--- src/rtl/gpioemu_host.sv ---
// gpioemu_host: bus initiator that runs one multiply/popcount job on the gpioemu peripheral
// Optional build macro HOST_ONES_CHECK_EN adds a local popcount cross-check driving rsp_mismatch.
module gpioemu_host #(
  parameter int STROBE_CYC = 4,
  parameter int MIN_WAIT   = 8,
  parameter int POLL_MAX   = 64
) (
  input  logic        clk,
  input  logic        reset,
  input  logic        cmd_valid,
  output logic        cmd_ready,
  input  logic [23:0] cmd_a1,
  input  logic [23:0] cmd_a2,
  output logic        rsp_valid,
  output logic [31:0] rsp_result,
  output logic [23:0] rsp_ones,
  output logic        rsp_ovf,
  output logic        rsp_timeout,
  output logic        rsp_mismatch,
  output logic [15:0] op_count,
  output logic [15:0] saddress,
  output logic        srd,
  output logic        swr,
  output logic [31:0] sdata_out,
  input  logic [31:0] sdata_in
);
  typedef enum logic [3:0] {IDLE, WR_A1, WR_A2, WR_CTRL, WAIT, RD_STAT, RD_RES, RD_ONES, RESP} state_t;
  typedef enum logic [1:0] {ADDR, STB, HOLD} ph_t;
  state_t state_q, state_d;
  ph_t ph_q, ph_d;
  logic [15:0] cnt_q, cnt_d, poll_q, poll_d, op_q, op_d, addr;
  logic [23:0] a1_q, a1_d, a2_q, a2_d, rsp_ones_q, rsp_ones_d;
  logic [31:0] res_q, res_d, rsp_res_q, rsp_res_d, wdata;
  logic ovf_q, ovf_d, rsp_ovf_q, rsp_ovf_d, rsp_to_q, rsp_to_d, rsp_mm_q, rsp_mm_d;
  logic acc, wr, done, mm_new;
  // Address and write data belonging to the access the current state performs
  always_comb begin
    addr = state_q == WR_A1 ? 16'h0380 : state_q == WR_A2 ? 16'h0388 :
           state_q == RD_RES ? 16'h0390 : state_q == RD_ONES ? 16'h0398 : 16'h03A0;
    wdata = state_q == WR_A1 ? {8'h0, a1_q} : state_q == WR_A2 ? {8'h0, a2_q} : 32'h1;
  end
  assign wr = state_q inside {WR_A1, WR_A2, WR_CTRL};
  assign acc = wr || state_q inside {RD_STAT, RD_RES, RD_ONES};
  assign done = acc && ph_q == HOLD;
  assign saddress = acc ? addr : '0;
  assign sdata_out = wr ? wdata : '0;
  assign srd = acc && !wr && ph_q == STB;
  assign swr = wr && ph_q == STB;
  assign cmd_ready = state_q == IDLE;
  assign rsp_valid = state_q == RESP;
  assign rsp_result = rsp_res_q;
  assign rsp_ones = rsp_ones_q;
  assign rsp_ovf = rsp_ovf_q;
  assign rsp_timeout = rsp_to_q;
  assign rsp_mismatch = rsp_mm_q;
  assign op_count = op_q;
`ifdef HOST_ONES_CHECK_EN
  logic [23:0] pc;
  // Ones count of the captured product, checked against the value the peripheral reports
  always_comb begin
    pc = '0;
    for (int i = 0; i < 32; i++) pc = pc + 24'(res_q[i]);
  end
  assign mm_new = pc != sdata_in[23:0];
`else
  assign mm_new = 1'b0;
`endif
  // Access phase sequencing, job FSM transitions and response capture
  always_comb begin
    state_d = state_q;
    ph_d = ph_q;
    cnt_d = cnt_q;
    poll_d = poll_q;
    op_d = op_q;
    a1_d = a1_q;
    a2_d = a2_q;
    res_d = res_q;
    ovf_d = ovf_q;
    rsp_res_d = rsp_res_q;
    rsp_ones_d = rsp_ones_q;
    rsp_ovf_d = rsp_ovf_q;
    rsp_to_d = rsp_to_q;
    rsp_mm_d = rsp_mm_q;
    if (acc) begin
      ph_d = ph_q == ADDR ? STB : ph_q == HOLD ? ADDR :
             cnt_q == 16'(STROBE_CYC - 1) ? HOLD : STB;
      cnt_d = ph_q == STB ? cnt_q + 16'd1 : '0;
    end
    case (state_q)
      IDLE: if (cmd_valid) begin
        state_d = WR_A1;
        ph_d = ADDR;
        cnt_d = '0;
        poll_d = '0;
        a1_d = cmd_a1;
        a2_d = cmd_a2;
      end
      WR_A1: if (done) state_d = WR_A2;
      WR_A2: if (done) state_d = WR_CTRL;
      WR_CTRL: if (done) state_d = WAIT;
      WAIT: begin
        cnt_d = cnt_q + 16'd1;
        if (cnt_q == 16'(MIN_WAIT - 1)) begin
          state_d = RD_STAT;
          cnt_d = '0;
        end
      end
      RD_STAT: if (done) begin
        if (sdata_in[1]) begin
          state_d = RD_RES;
          ovf_d = ~sdata_in[0];
        end else if (poll_q + 16'd1 == 16'(POLL_MAX)) begin
          state_d = RESP;
          rsp_res_d = '0;
          rsp_ones_d = '0;
          rsp_ovf_d = 1'b0;
          rsp_to_d = 1'b1;
          rsp_mm_d = 1'b0;
        end else begin
          state_d = WAIT;
          poll_d = poll_q + 16'd1;
        end
      end
      RD_RES: if (done) begin
        state_d = RD_ONES;
        res_d = sdata_in;
      end
      RD_ONES: if (done) begin
        state_d = RESP;
        rsp_res_d = res_q;
        rsp_ones_d = sdata_in[23:0];
        rsp_ovf_d = ovf_q;
        rsp_to_d = 1'b0;
        rsp_mm_d = mm_new;
      end
      RESP: begin
        state_d = IDLE;
        op_d = op_q + 16'd1;
      end
      default: state_d = IDLE;
    endcase
  end
  // State and datapath registers; reset discards any job in flight
  always_ff @(posedge clk) begin
    if (reset) begin
      state_q <= IDLE;
      ph_q <= ADDR;
      cnt_q <= '0;
      poll_q <= '0;
      op_q <= '0;
      a1_q <= '0;
      a2_q <= '0;
      res_q <= '0;
      ovf_q <= 1'b0;
      rsp_res_q <= '0;
      rsp_ones_q <= '0;
      rsp_ovf_q <= 1'b0;
      rsp_to_q <= 1'b0;
      rsp_mm_q <= 1'b0;
    end else begin
      state_q <= state_d;
      ph_q <= ph_d;
      cnt_q <= cnt_d;
      poll_q <= poll_d;
      op_q <= op_d;
      a1_q <= a1_d;
      a2_q <= a2_d;
      res_q <= res_d;
      ovf_q <= ovf_d;
      rsp_res_q <= rsp_res_d;
      rsp_ones_q <= rsp_ones_d;
      rsp_ovf_q <= rsp_ovf_d;
      rsp_to_q <= rsp_to_d;
      rsp_mm_q <= rsp_mm_d;
    end
  end
endmodule
--- config.mk ---
export PLATFORM = sky130hd
export DESIGN_NAME = gpioemu_host
export DESIGN_NICKNAME = d
export VERILOG_FILES = /design/src/rtl/gpioemu_host.sv
export SDC_FILE = /design/constraint.sdc
export NUM_CORES = 1
export LEC_CHECK = 0
export ABC_AREA = 1
export BUFFER_PORTS_ARGS = -buffer_cell sky130_fd_sc_hd__clkbuf_2
export CORE_MARGIN = 5
export CORE_UTILIZATION = 48
export CTS_CLUSTER_DIAMETER = 200
export DETAILED_ROUTE_END_ITERATION = 8
export GPL_ROUTABILITY_DRIVEN = 0
export PLACE_DENSITY = 0.76
export SYNTH_ARGS = -nofsm -noshare
export SYNTH_HDL_FRONTEND = slang
export SYNTH_SLANG_ARGS = --single-unit
--- constraint.sdc ---
create_clock -name clk -period 2.2 [get_ports clk]
set_clock_uncertainty 0.2 [all_clocks]
set_input_delay 0 -clock clk [delete_from_list [all_inputs] [get_ports clk]]
set_output_delay 0 -clock clk [all_outputs]
set_load 0.02 [all_outputs]
After elaboration in Yosys (flattened, before gate mapping)
Index checks and enable logic that the tools add are counted.

Input bits: 83. Bits in registers: 194. Output and inout bits: 127.

Muxes and demuxes: 56. Eq/ne operators: 24. Bitwise operators: 1. Add/sub/neg operators: 3. Reductions and logical operators: 18.

Operators by type and width (count): $mux 24 (7); $mux 16 (8); $mux 32 (4); $pmux 16 s2 (2); $pmux 32 s2 (1); $add 16x1->16 const B (3); $pmux 24 s2 (1); $mux 4 (10); $pmux 4 s8 (1); $mux 6 (4); $ne 2x2->1 const B (10); $eq 16x2->1 const B (1); $eq 16x3->1 const B (1); $eq 16x7->1 const B (1); $eq 4x3->1 const B (4); $mux 2 (6); $mux 10 (1); $reduce_and 5->1 (2); $eq 4x2->1 const B (2); $mux 1 (8); $reduce_and 8->1 (1); $pmux 1 s2 (3); $reduce_bool 3->1 (2); $eq 4x1->1 const B (1); 13 further kinds (18).

Depth between registers and ports, before layout
Gate-level depths: netlist of run 1.

Depth in word-level cells: 7. Depth in mapped cells: 15. Gate-level depth less buffers: 13.

Least setup slack after synthesis of run 1
Ideal clock, no wire load.

Kind: register to register. From: reg poll_q[0]. To: reg rsp_ones_q[0] (netlist: rsp_ones[0]). Library setup time: 0.132 ns. Buffers on the path: 2. Stages on the path, launching flop included: 15. Slack: -0.009 ns. Arrival: 1.876 ns. Path through: dfxtp_1 > ha_1 > nand3_2 > nor2_4 > nand3_1 > nand2_1 > nand3_1 > nor2_4 > nand3_4 > nand2_2 > nand3_2 > buf_6 > buf_6 > nand2_1 > a21oi_1.

Cells in the longest elaborated chain, start to end: 4.

Ends and longest elaborated chain: start, declared (RTL line 31) `logic [15:0] cnt_q, cnt_d, poll_q, poll_d, op_q, op_d, addr;`; start signal, assigned (RTL line 164) `poll_q <= poll_d;`; $add 16x1->16 (RTL line 112) `end else if (poll_q + 16'd1 == 16'(POLL_MAX)) begin`; $eq 16x7->1 (RTL line 112); $ne 2x1->1 (no source line); $reduce_and 5->1 (no source line); end signal, assigned (RTL line 171) `rsp_ones_q <= rsp_ones_d;`; end, declared (RTL line 32) `logic [23:0] a1_q, a1_d, a2_q, a2_d, rsp_ones_q, rsp_ones_d;`.

Every way passes these cells. A chain may end at the register's enable or synchronous reset.

Worst setup path after layout of run 1
From: reg poll_q[0]. To: reg rsp_ones_q[4] (netlist: rsp_ones[4]).

The elaborated chain is that of the path after synthesis.

==> flow_metrics.tcl, run 1 <==
set metrics [dict create \
    track_usage_pct 25.5 \
    timing.fmax_ghz 0.423 \
    post_drt_wl_per_cell_um 16.5 \
    drt-initial-drc-count 708 \
    grt_pass1_vias 8913 \
    path_cells "ha_4 > nand3_4 > nor2_4 > nand3_1 > nand2_1 > nand3_2 > nor2_4 > nand3_4 > nand2_4 > nand3_4 > buf_4 > clkbuf_16 > nand2_4 > a21oi_1" \
    ys_ff_latch 193 \
    drive_gt1_share_pct 26.8 \
    cp.required_ns 2.30 \
    worstPathArrival_ns 2.46 \
    antenna_found_initial 1 \
    power_mw 10.7 \
    core_sq_um 17300 \
    drv_cap 0 \
    start_util_pct 48.8 \
    chipHeight_um 143 \
    cts_tree "built" \
    critPathMaxFanout 7 \
    worstSkewPairLatency_ns 0.43 \
    io_pins 210 \
    final_common_cell "clkbuf_2" \
    layout_common_cells "183 x clkbuf_2, 180 x dfxtp_1, 159 x nand2_1, 146 x a21oi_1, 114 x inv_1" \
    port_buffers 190 \
    critical_path_class "register to register" \
    syn_avg_cell_area_sq_um 7.25 \
    dp.cells 1547 \
    combPwrFrac_pct 33.1 \
    netlist_area_sq_um 8440 \
    maxSlewViolCount 0 \
    avgViaCountPerCell 5.46 \
    violations "setup timing" \
    drc 0 \
    grt_use_met3_pct 7.06 \
    rows 48 \
    firstDrtPassIters 5 \
    cts-root-buf "clkbuf_16" \
    synth_cell_types 39 \
    routed_wl_um 28000 \
    power_density_nw_per_um2 895 \
    synth_cells 1164 \
    switching_share_pct 37.1 \
    fin_crit_sh_pct 107 \
    setup_viol 74 \
    final_cells 1701 \
    gr-max-usage-layer "met2" \
    hold_class "input pin to register" \
    antenna_left 0 \
    max_stage_delay_ns 0.37 \
    status "finished with violations" \
    pwr-share-seq_pct 37.9 \
    hold_viol 0 \
    grt_use_met1_pct 29.4 \
    vias 9282 \
    holdWs_ns 0.122 \
    cp_slowest_cell "dfxtp_4" \
    use_met2_pct 43.0 \
    clk_path_buf_depth 2 \
    finalCriticalPeriod_ns 2.36 \
    yosys_warnings 0 \
    yosysSeqAreaShare_pct 45.8 \
    cts_buffers 17 \
    cp_common_cell "nand3_4" \
    clkTransAtPathRegs_ns 0.08 \
    rsz0062_at_grt "true" \
    crit_path_end_kind "register" \
    leakage_nw 5.05 \
    grt_max_degree 97 \
    post-dp-hpwl_um 15400 \
    cp-start-kind "register" \
    ir_drop_uv 764 \
    grt_pass1_wl_um 42400 \
    grt_overflow 0 \
    htreeDepth 4 \
    internal_power_mw 6.73 \
    worst_slack_ns -0.162 \
    clock_power_share_pct 29.0 \
    p_sw_mw 3.97 \
    dieArea_sq_um 20300 \
    numClockSinks 193 \
    final_nets 1549 \
    synthToLayoutAreaGrowth_pct 41.8 \
    die_w_um 143 \
]
## power by group through the flow
stage                     registers, mW  logic, mW  clock network (mW)
after floorplan                    4.07       1.94                   0
after global placement             4.09       2.75                   0
after detailed placement           4.11       2.79                   0
after CTS                          4.03       3.09                3.15
after global routing               4.09       3.81                3.30
final                              4.05       3.54                3.11
## path summary, 6_finish.rpt
path                                   start     endpoint  slack (ns)  cells past startpoint
worst max register to register     poll_q[0]  rsp_ones[4]       -0.16                     14
worst min register to register       a1_q[8]      a1_q[8]        0.25                      2
worst max-delay path               poll_q[0]  rsp_ones[4]       -0.16                     14
worst min-delay path            sdata_in[31]    res_q[31]        0.12                      4
## what timing repair did
action	in CTS	in global routing
resized for setup	48	59
gates cloned	5	8
endpoints found under the hold margin	172	0
setup endpoints to repair	92	90
setup buffers	14	13
hold buffers	82	0
pin swaps	9	21
## through the flow
stage	TNS, ns	area, sq um	util (%)	setup slack (ns)
after CTS	-0.726	11500	66.6	-0.0287
final	-7.80	12000	69.2	-0.162
after global placement	0	9690	56.0	0.000346
after floorplan	0	8520	-	0.00559
after detailed placement	-3.30	9690	56.0	-0.0786
after global routing	-15.67	12000	69.2	-0.275
## metal layers
| layer | part of all wire [%] | wire length (um) |
|---|---|---|
| met1 | 39 | 10900 |
| met2 | 49 | 13700 |
| met3 | 7.7 | 2160 |
| met4 | 4.5 | 1270 |
| met5 | 0 | 0 |
## synthesized netlist by cell type, drive strengths merged
master	n	area share, %
o21ba	1	0.12
nor3	12	0.77
nand3b	2	0.18
o22ai	25	1.9
a31oi	1	0.074
nand3	91	5.7
o211ai	2	0.18
and3	1	0.074
ha	4	0.59
dfxtp	193	46
nand2	187	8.4
or2	1	0.074
a21boi	1	0.089
a22oi	1	0.089
xnor2	2	0.21
nor2	133	6.5
o21bai	1	0.089
conb	1	0.044
xor2	7	0.73
o21a	2	0.18
a21oi	149	8.8
o21ai	107	6.3
clkbuf	54	2.4
and2	1	0.074
buf	33	2.8
inv	124	5.5
a211oi	2	0.18
nand4	26	2.0
## critical path, delay by kind of cell (launching register included)
kind                     cells  cell delay (ns)
AND/OR/NAND/NOR             10             1.10
flip-flops                   1             0.37
buffers and inverters        2             0.32
adder cells (fa/ha/maj)      1             0.15
AO/OA/AOI/OAI                1             0.07
## cell type report
class                           instances  area [sq um]
Sequential cell                       193          3890
Fill cell                            1337          5330
Multi-Input combinational cell        778          4030
Antenna cell                            1          2.50
Inverter                              124           468
Clock inverter                         15           184
Clock buffer                           17           425
Timing Repair Buffer                  348          2690
Tap cell                              225           282
## registers in the layout, indices dropped and copies added, names as in the netlist
name	cells
poll_q	16
res_q	32
a1_q	24
a2_q	24
state_q	4
rsp_ones	24
rsp_ovf	1
ovf_q	1
rsp_timeout	1
ph_q	2
cnt_q	16
op_count	16
rsp_result	32
## cell families after synthesis
kind of cell / synth area share (%)
flops: 45.8
fa+ha+maj: 0.593
buf+inv: 10.8
compound gates: 18.0
simple gates: 23.8
xor+xnor: 0.934
other cells: 0.0444
No activity file was read; power rests on OpenSTA's default activity.
==> inputs of run 2 (changes only) <==
--- a/config.mk
+++ b/config.mk
@@ -7,12 +7,14 @@
 export LEC_CHECK = 0
 export ABC_AREA = 1
 export BUFFER_PORTS_ARGS = -buffer_cell sky130_fd_sc_hd__clkbuf_2
+export CELL_PAD_IN_SITES_DETAIL_PLACEMENT = 1
+export CELL_PAD_IN_SITES_GLOBAL_PLACEMENT = 2
 export CORE_MARGIN = 5
-export CORE_UTILIZATION = 48
+export CORE_UTILIZATION = 26
 export CTS_CLUSTER_DIAMETER = 200
 export DETAILED_ROUTE_END_ITERATION = 8
 export GPL_ROUTABILITY_DRIVEN = 0
-export PLACE_DENSITY = 0.76
+export PLACE_DENSITY_LB_ADDON = 0.1
 export SYNTH_ARGS = -nofsm -noshare
 export SYNTH_HDL_FRONTEND = slang
 export SYNTH_SLANG_ARGS = --single-unit
==> run 2 against run 1 <==
  * Total power grew 0.68%
  * Critical path type unchanged
  * The run ends with hold timing, setup timing left
  * Sequential share of layout area shrank 1.3 points
  * Non-clock buffer count grew 35
  * Utilization shrank 31 points
  * Largest power group unchanged
==> flow_metrics.tcl, run 2 (synthesis results as in run 1) <==
set metrics [dict create \
    status "finished with violations" \
    violations "hold timing, setup timing" \
    p_sw_mw 4.02 \
    cp_slowest_cell "dfxtp_4" \
    port_buffers 190 \
    antenna_found_initial 0 \
    fin_crit_sh_pct 106 \
    critPathMaxFanout 7 \
    rsz0062_at_grt "true" \
    critPathBufInv 2 \
    holdWs_ns -0.0975 \
    final_cells 1952 \
    clk_path_buf_depth 2 \
    fin_setup_tns_ns -5.60 \
    numClockSinks 193 \
    path_cells "ha_4 > nand3_4 > nor2_4 > nand4_1 > nand2_2 > nand2_2 > nor2_4 > nand3_4 > nand2_4 > nand3_4 > buf_4 > buf_12 > nand2_1 > a21oi_2" \
    power_density_nw_per_um2 867 \
    final_common_cell "dfxtp_1" \
    post_drt_wl_per_cell_um 16.1 \
    switching_share_pct 37.3 \
    critical_path_class "register to register" \
    rows 66 \
    antenna_left 0 \
    grt_pass1_vias 9361 \
    leakage_nw 5.23 \
    drive_gt1_share_pct 28.3 \
    multi_input_area_sq_um 4000 \
    dieArea_sq_um 36200 \
    max_stage_delay_ns 0.38 \
    layout_common_cells "186 x dfxtp_1, 176 x clkbuf_2, 154 x nand2_1, 147 x a21oi_1" \
    grt_pass1_wl_um 50200 \
    routed_wl_um 31400 \
    die_w_um 190 \
    fillCellCount 3947 \
    slew_headroom_pct 56.4 \
    crit_family "simple AND/OR/NAND/NOR gates" \
    cp-start-kind "register" \
    synthToLayoutAreaGrowth_pct 47.4 \
    worst_pin_slew_ns 0.652 \
    combPwrFrac_pct 33.3 \
    worstSkewPairLatency_ns 0.45 \
    drc 0 \
    ir_drop_uv 625 \
    final_nets 1584 \
    rrSetupSlack_ns -0.12 \
    dp.cells 1804 \
    cts_buffers 17 \
    grt_max_degree 97 \
    start_util_pct 26.1 \
    firstDrtPassIters 4 \
    drt-initial-drc-count 391 \
    diodes 0 \
    core_sq_um 32300 \
    drv_cap 0 \
    cts-root-buf "clkbuf_16" \
    avgViaCountPerCell 4.50 \
    clock_power_share_pct 29.4 \
    hold_viol 90 \
    crit_path_end_kind "register" \
    internal_power_mw 6.76 \
    maxSlewViolCount 0 \
    worst_slack_ns -0.123 \
    timing.fmax_ghz 0.431 \
    chipHeight_um 190 \
    htreeDepth 4 \
    cts_tree "built" \
    finalCriticalPeriod_ns 2.32 \
    clkTransAtPathRegs_ns 0.08 \
    pwr-share-seq_pct 37.3 \
    track_usage_pct 17.4 \
    cp.required_ns 2.32 \
    ctsHoldBuffers 84 \
    post-dp-hpwl_um 20100 \
    worstPathArrival_ns 2.44 \
    hold_class "input pin to register" \
    io_pins 210 \
    setup_viol 70 \
    final-seq-area_sq_um 3880 \
    grt_overflow 0 \
    vias 8783 \
    cp_common_cell "nand3_4" \
]
[run 2: final timing paths]
path,from,endpoint,cells past startpoint
worst max register to register,poll_q[1],rsp_ones[13],14
worst min register to register,a1_q[3],a1_q[3],2
worst max-delay path,poll_q[1],rsp_ones[13],14
worst min-delay path,reset,rsp_ones[10],3
[run 2: routing by layer]
layer  vias up  GRT usage, %  share of wire [%]
li1       4469             -                  -
met1      4166          21.6                 46
met2       119          29.7                 48
met3        29          4.51                4.5
met4         0          5.08                1.7
met5         -             0                  0
[run 2: power groups by stage]
stage          combinational [mW]  sequential, mW  clock (mW)
2_1_floorplan                1.94            4.07           0
6_report                     3.59            4.02        3.17
5_1_grt                      3.95            4.07        3.43
4_1_cts                      3.52            4.02        3.32
3_5_place_dp                 3.15            4.10           0
3_3_place_gp                 3.13            4.10           0
[run 2: what timing repair did]
| action | CTS | global route |
|---|---|---|
| setup buffers | 14 | 11 |
| gates resized for setup | 55 | 53 |
| hold endpoints to repair | 182 | 85 |
| pin swaps | 9 | 12 |
| setup endpoints to repair | 104 | 116 |
| gates cloned | 7 | 2 |
[run 2: area by class of cell]
class | count | area share, %
clock inverters | 15 | 1.33
multi-input cells | 778 | 32.1
clock buffers | 17 | 3.42
repair buffers | 383 | 23.7
inverters | 124 | 3.78
flip-flops and latches | 193 | 31.2
well taps | 442 | 4.45
[run 2: tightest hold or removal path: stages]
cell and delay (ns):
buf_4 0.13, buf_12 0.23, a21oi_1 0.16
[run 2: stage by stage]
stage	setup slack, ns	total power, mW	instance area, sq um	hold slack (ns)	util, %
after floorplan	0.00559	6.02	8520	-0.110	-
after global placement	-0.111	7.23	10300	0.0370	31.8
after detailed placement	-0.175	7.25	10300	0.0409	31.8
after CTS	-0.0854	10.9	12200	-0.103	37.7
after global routing	-0.250	11.4	12400	-0.0793	38.5
final	-0.123	10.8	12400	-0.0975	38.5
==> inputs of run 3 (changes only) <==
==> constraint.sdc (replaced) <==
create_clock -name clk -period 1.9 [get_ports clk]
set_clock_uncertainty 0.2 [all_clocks]
set_input_delay 0 -clock clk [delete_from_list [all_inputs] [get_ports clk]]
set_output_delay 0 -clock clk [all_outputs]
set_load 0.02 [all_outputs]
==> run 3 against run 2 <==
  * The run ends with setup timing left
  * Critical endpoint is now rsp_result[4]
  * Worst setup slack worse by 0.25 ns
  * Global-route usage shrank 0.41 points
  * Non-clock buffer count up 56
  * Highest routed layer unchanged
  * Largest power group is now combinational cells
  * Wire length rose by 3.9%
  * Register-to-register slack got worse by 0.25 ns
  * Final area up 12%
==> flow_metrics.tcl, run 3 (synthesis results as in run 1) <==
set metrics [dict create \
    status "finished with violations" \
    violations "setup timing" \
    clkTransAtPathRegs_ns 0.08 \
    critical_path_class "register to register" \
    grt_pass1_wl_um 49700 \
    setup_viol 114 \
    grt_overflow 0 \
    path_cells "ha_4 > nand3_4 > buf_4 > xnor2_1 > inv_1 > nand3_2 > nor2_4 > nand3_4 > nand2_4 > nand3_4 > clkbuf_16 > nand2_1 > a21oi_1" \
    vias 9111 \
    numClockSinks 193 \
    post-dp-hpwl_um 20700 \
    holdWs_ns 0.121 \
    dp.cells 1848 \
    maxSlewViolCount 0 \
    final_common_cell "dfxtp_1" \
    cts-root-buf "clkbuf_16" \
    cp-start-kind "register" \
    timing.fmax_ghz 0.440 \
    htreeDepth 4 \
    critPathMaxFanout 20 \
    worst_slack_ns -0.374 \
    max_stage_delay_ns 0.38 \
    firstDrtPassIters 4 \
    fin_util_pct 43.0 \
    worst_pin_slew_ns 0.557 \
    grt_pass1_vias 9451 \
    fin_crit_sh_pct 120 \
    cts_buffers 17 \
    layout_common_cells "181 x dfxtp_1, 158 x clkbuf_2, 153 x nand2_1, 144 x a21oi_1, 119 x buf_4" \
    drc 0 \
    rsz0062_at_grt "true" \
    chipHeight_um 190 \
    drive_gt1_share_pct 34.9 \
    drt-initial-drc-count 295 \
    post_drt_wl_per_cell_um 16.3 \
    track_usage_pct 17.0 \
    dieArea_sq_um 36200 \
    cp.required_ns 2.01 \
    hold_class "input pin to register" \
    die_w_um 190 \
    drv_cap 0 \
    worstPathArrival_ns 2.39 \
    final_nets 1640 \
    final_cells 2009 \
    cts_tree "built" \
    start_util_pct 26.1 \
    power_density_nw_per_um2 1090 \
    avgViaCountPerCell 4.54 \
    io_pins 210 \
    rows 66 \
    slew_headroom_pct 62.9 \
    grt_max_degree 97 \
    fillCellCount 3890 \
    antenna_found_initial 1 \
    antenna_left 0 \
    leakage_nw 5.70 \
    port_buffers 190 \
    hold_viol 0 \
    crit_path_end_kind "register" \
    cp_common_cell "nand3_4" \
    routed_wl_um 32700 \
    cp_slowest_cell "dfxtp_4" \
    worstSkewPairLatency_ns 0.45 \
    core_sq_um 32300 \
    synthToLayoutAreaGrowth_pct 64.4 \
    clk_path_buf_depth 2 \
    finalCriticalPeriod_ns 2.27 \
    ir_drop_uv 767 \
]
## run 3: changes by cell type in the layout (fill, tap and decap cells not counted), moves of 18 or more
cell	change
buf_4	+30
buf_6	+20
buf_8	+27
clkbuf_2	-18
o22ai_1	-21
o22ai_4	+23
## run 3: final timing paths
path,startpoint,endpoint,slack [ns],cells after the start
max,poll_q[1],rsp_result[4],-0.37,13
min,sdata_in[28],res_q[28],0.12,4
max reg2reg,poll_q[1],rsp_result[4],-0.37,13
min reg2reg,rsp_result[22],rsp_result[22],0.26,2
## run 3: layer usage
layer	track usage [%]	vias up	routed length, um
met2	29.0	132	16000
met5	0	-	0
met4	4.31	0	525
met1	21.3	4376	14800
li1	-	4573	-
met3	4.55	30	1370
## run 3: power breakdown
part	switching [mW]	leakage (nW)	internal, mW
sequential	0.173	1.57	4.49
clock	1.86	0.307	2.14
combinational	3.58	3.82	2.83
## run 3: final cells by class
| class | instances | area (sq um) | area share (%) |
|---|---|---|---|
| multi-input combinational | 778 | 4540 | 32.7 |
| sequential | 193 | 3890 | 28.0 |
| clock inverter | 15 | 220 | 1.59 |
| timing repair buffer | 439 | 3760 | 27.1 |
| tap | 442 | 553 | 3.99 |
| antenna | 1 | 2.50 | 0.0180 |
| inverter | 124 | 484 | 3.49 |
| clock buffer | 17 | 425 | 3.07 |
## run 3: metrics by stage
stage	worst slack (ns)	area [sq um]	power [mW]	setup TNS, ns
2_1_floorplan	-0.205	8680	7.07	-8.80
3_3_place_gp	-0.353	10800	8.71	-24.47
3_5_place_dp	-0.386	10800	8.73	-26.53
4_1_cts	-0.356	13200	14.2	-28.03
5_1_grt	-0.508	13900	15.9	-45.86
6_report	-0.374	13900	15.1	-29.48
## run 3: critical path: cells and delay by family (launching register included)
family	cells	cell delay, ns
simple gates	7	0.72
buf+inv	3	0.47
flops	1	0.38
fa+ha+maj	1	0.16
xor+xnor	1	0.14
compound gates	1	0.06
## run 3: timing repair
| action | CTS | global route |
|---|---|---|
| endpoints found under the setup margin | 114 | 215 |
| hold endpoints to repair | 171 | 0 |
| setup buffers | 29 | 17 |
| resized for setup | 157 | 135 |
| gates cloned | 1 | 6 |
| hold buffers | 82 | 0 |
| pin swaps | 17 | 33 |
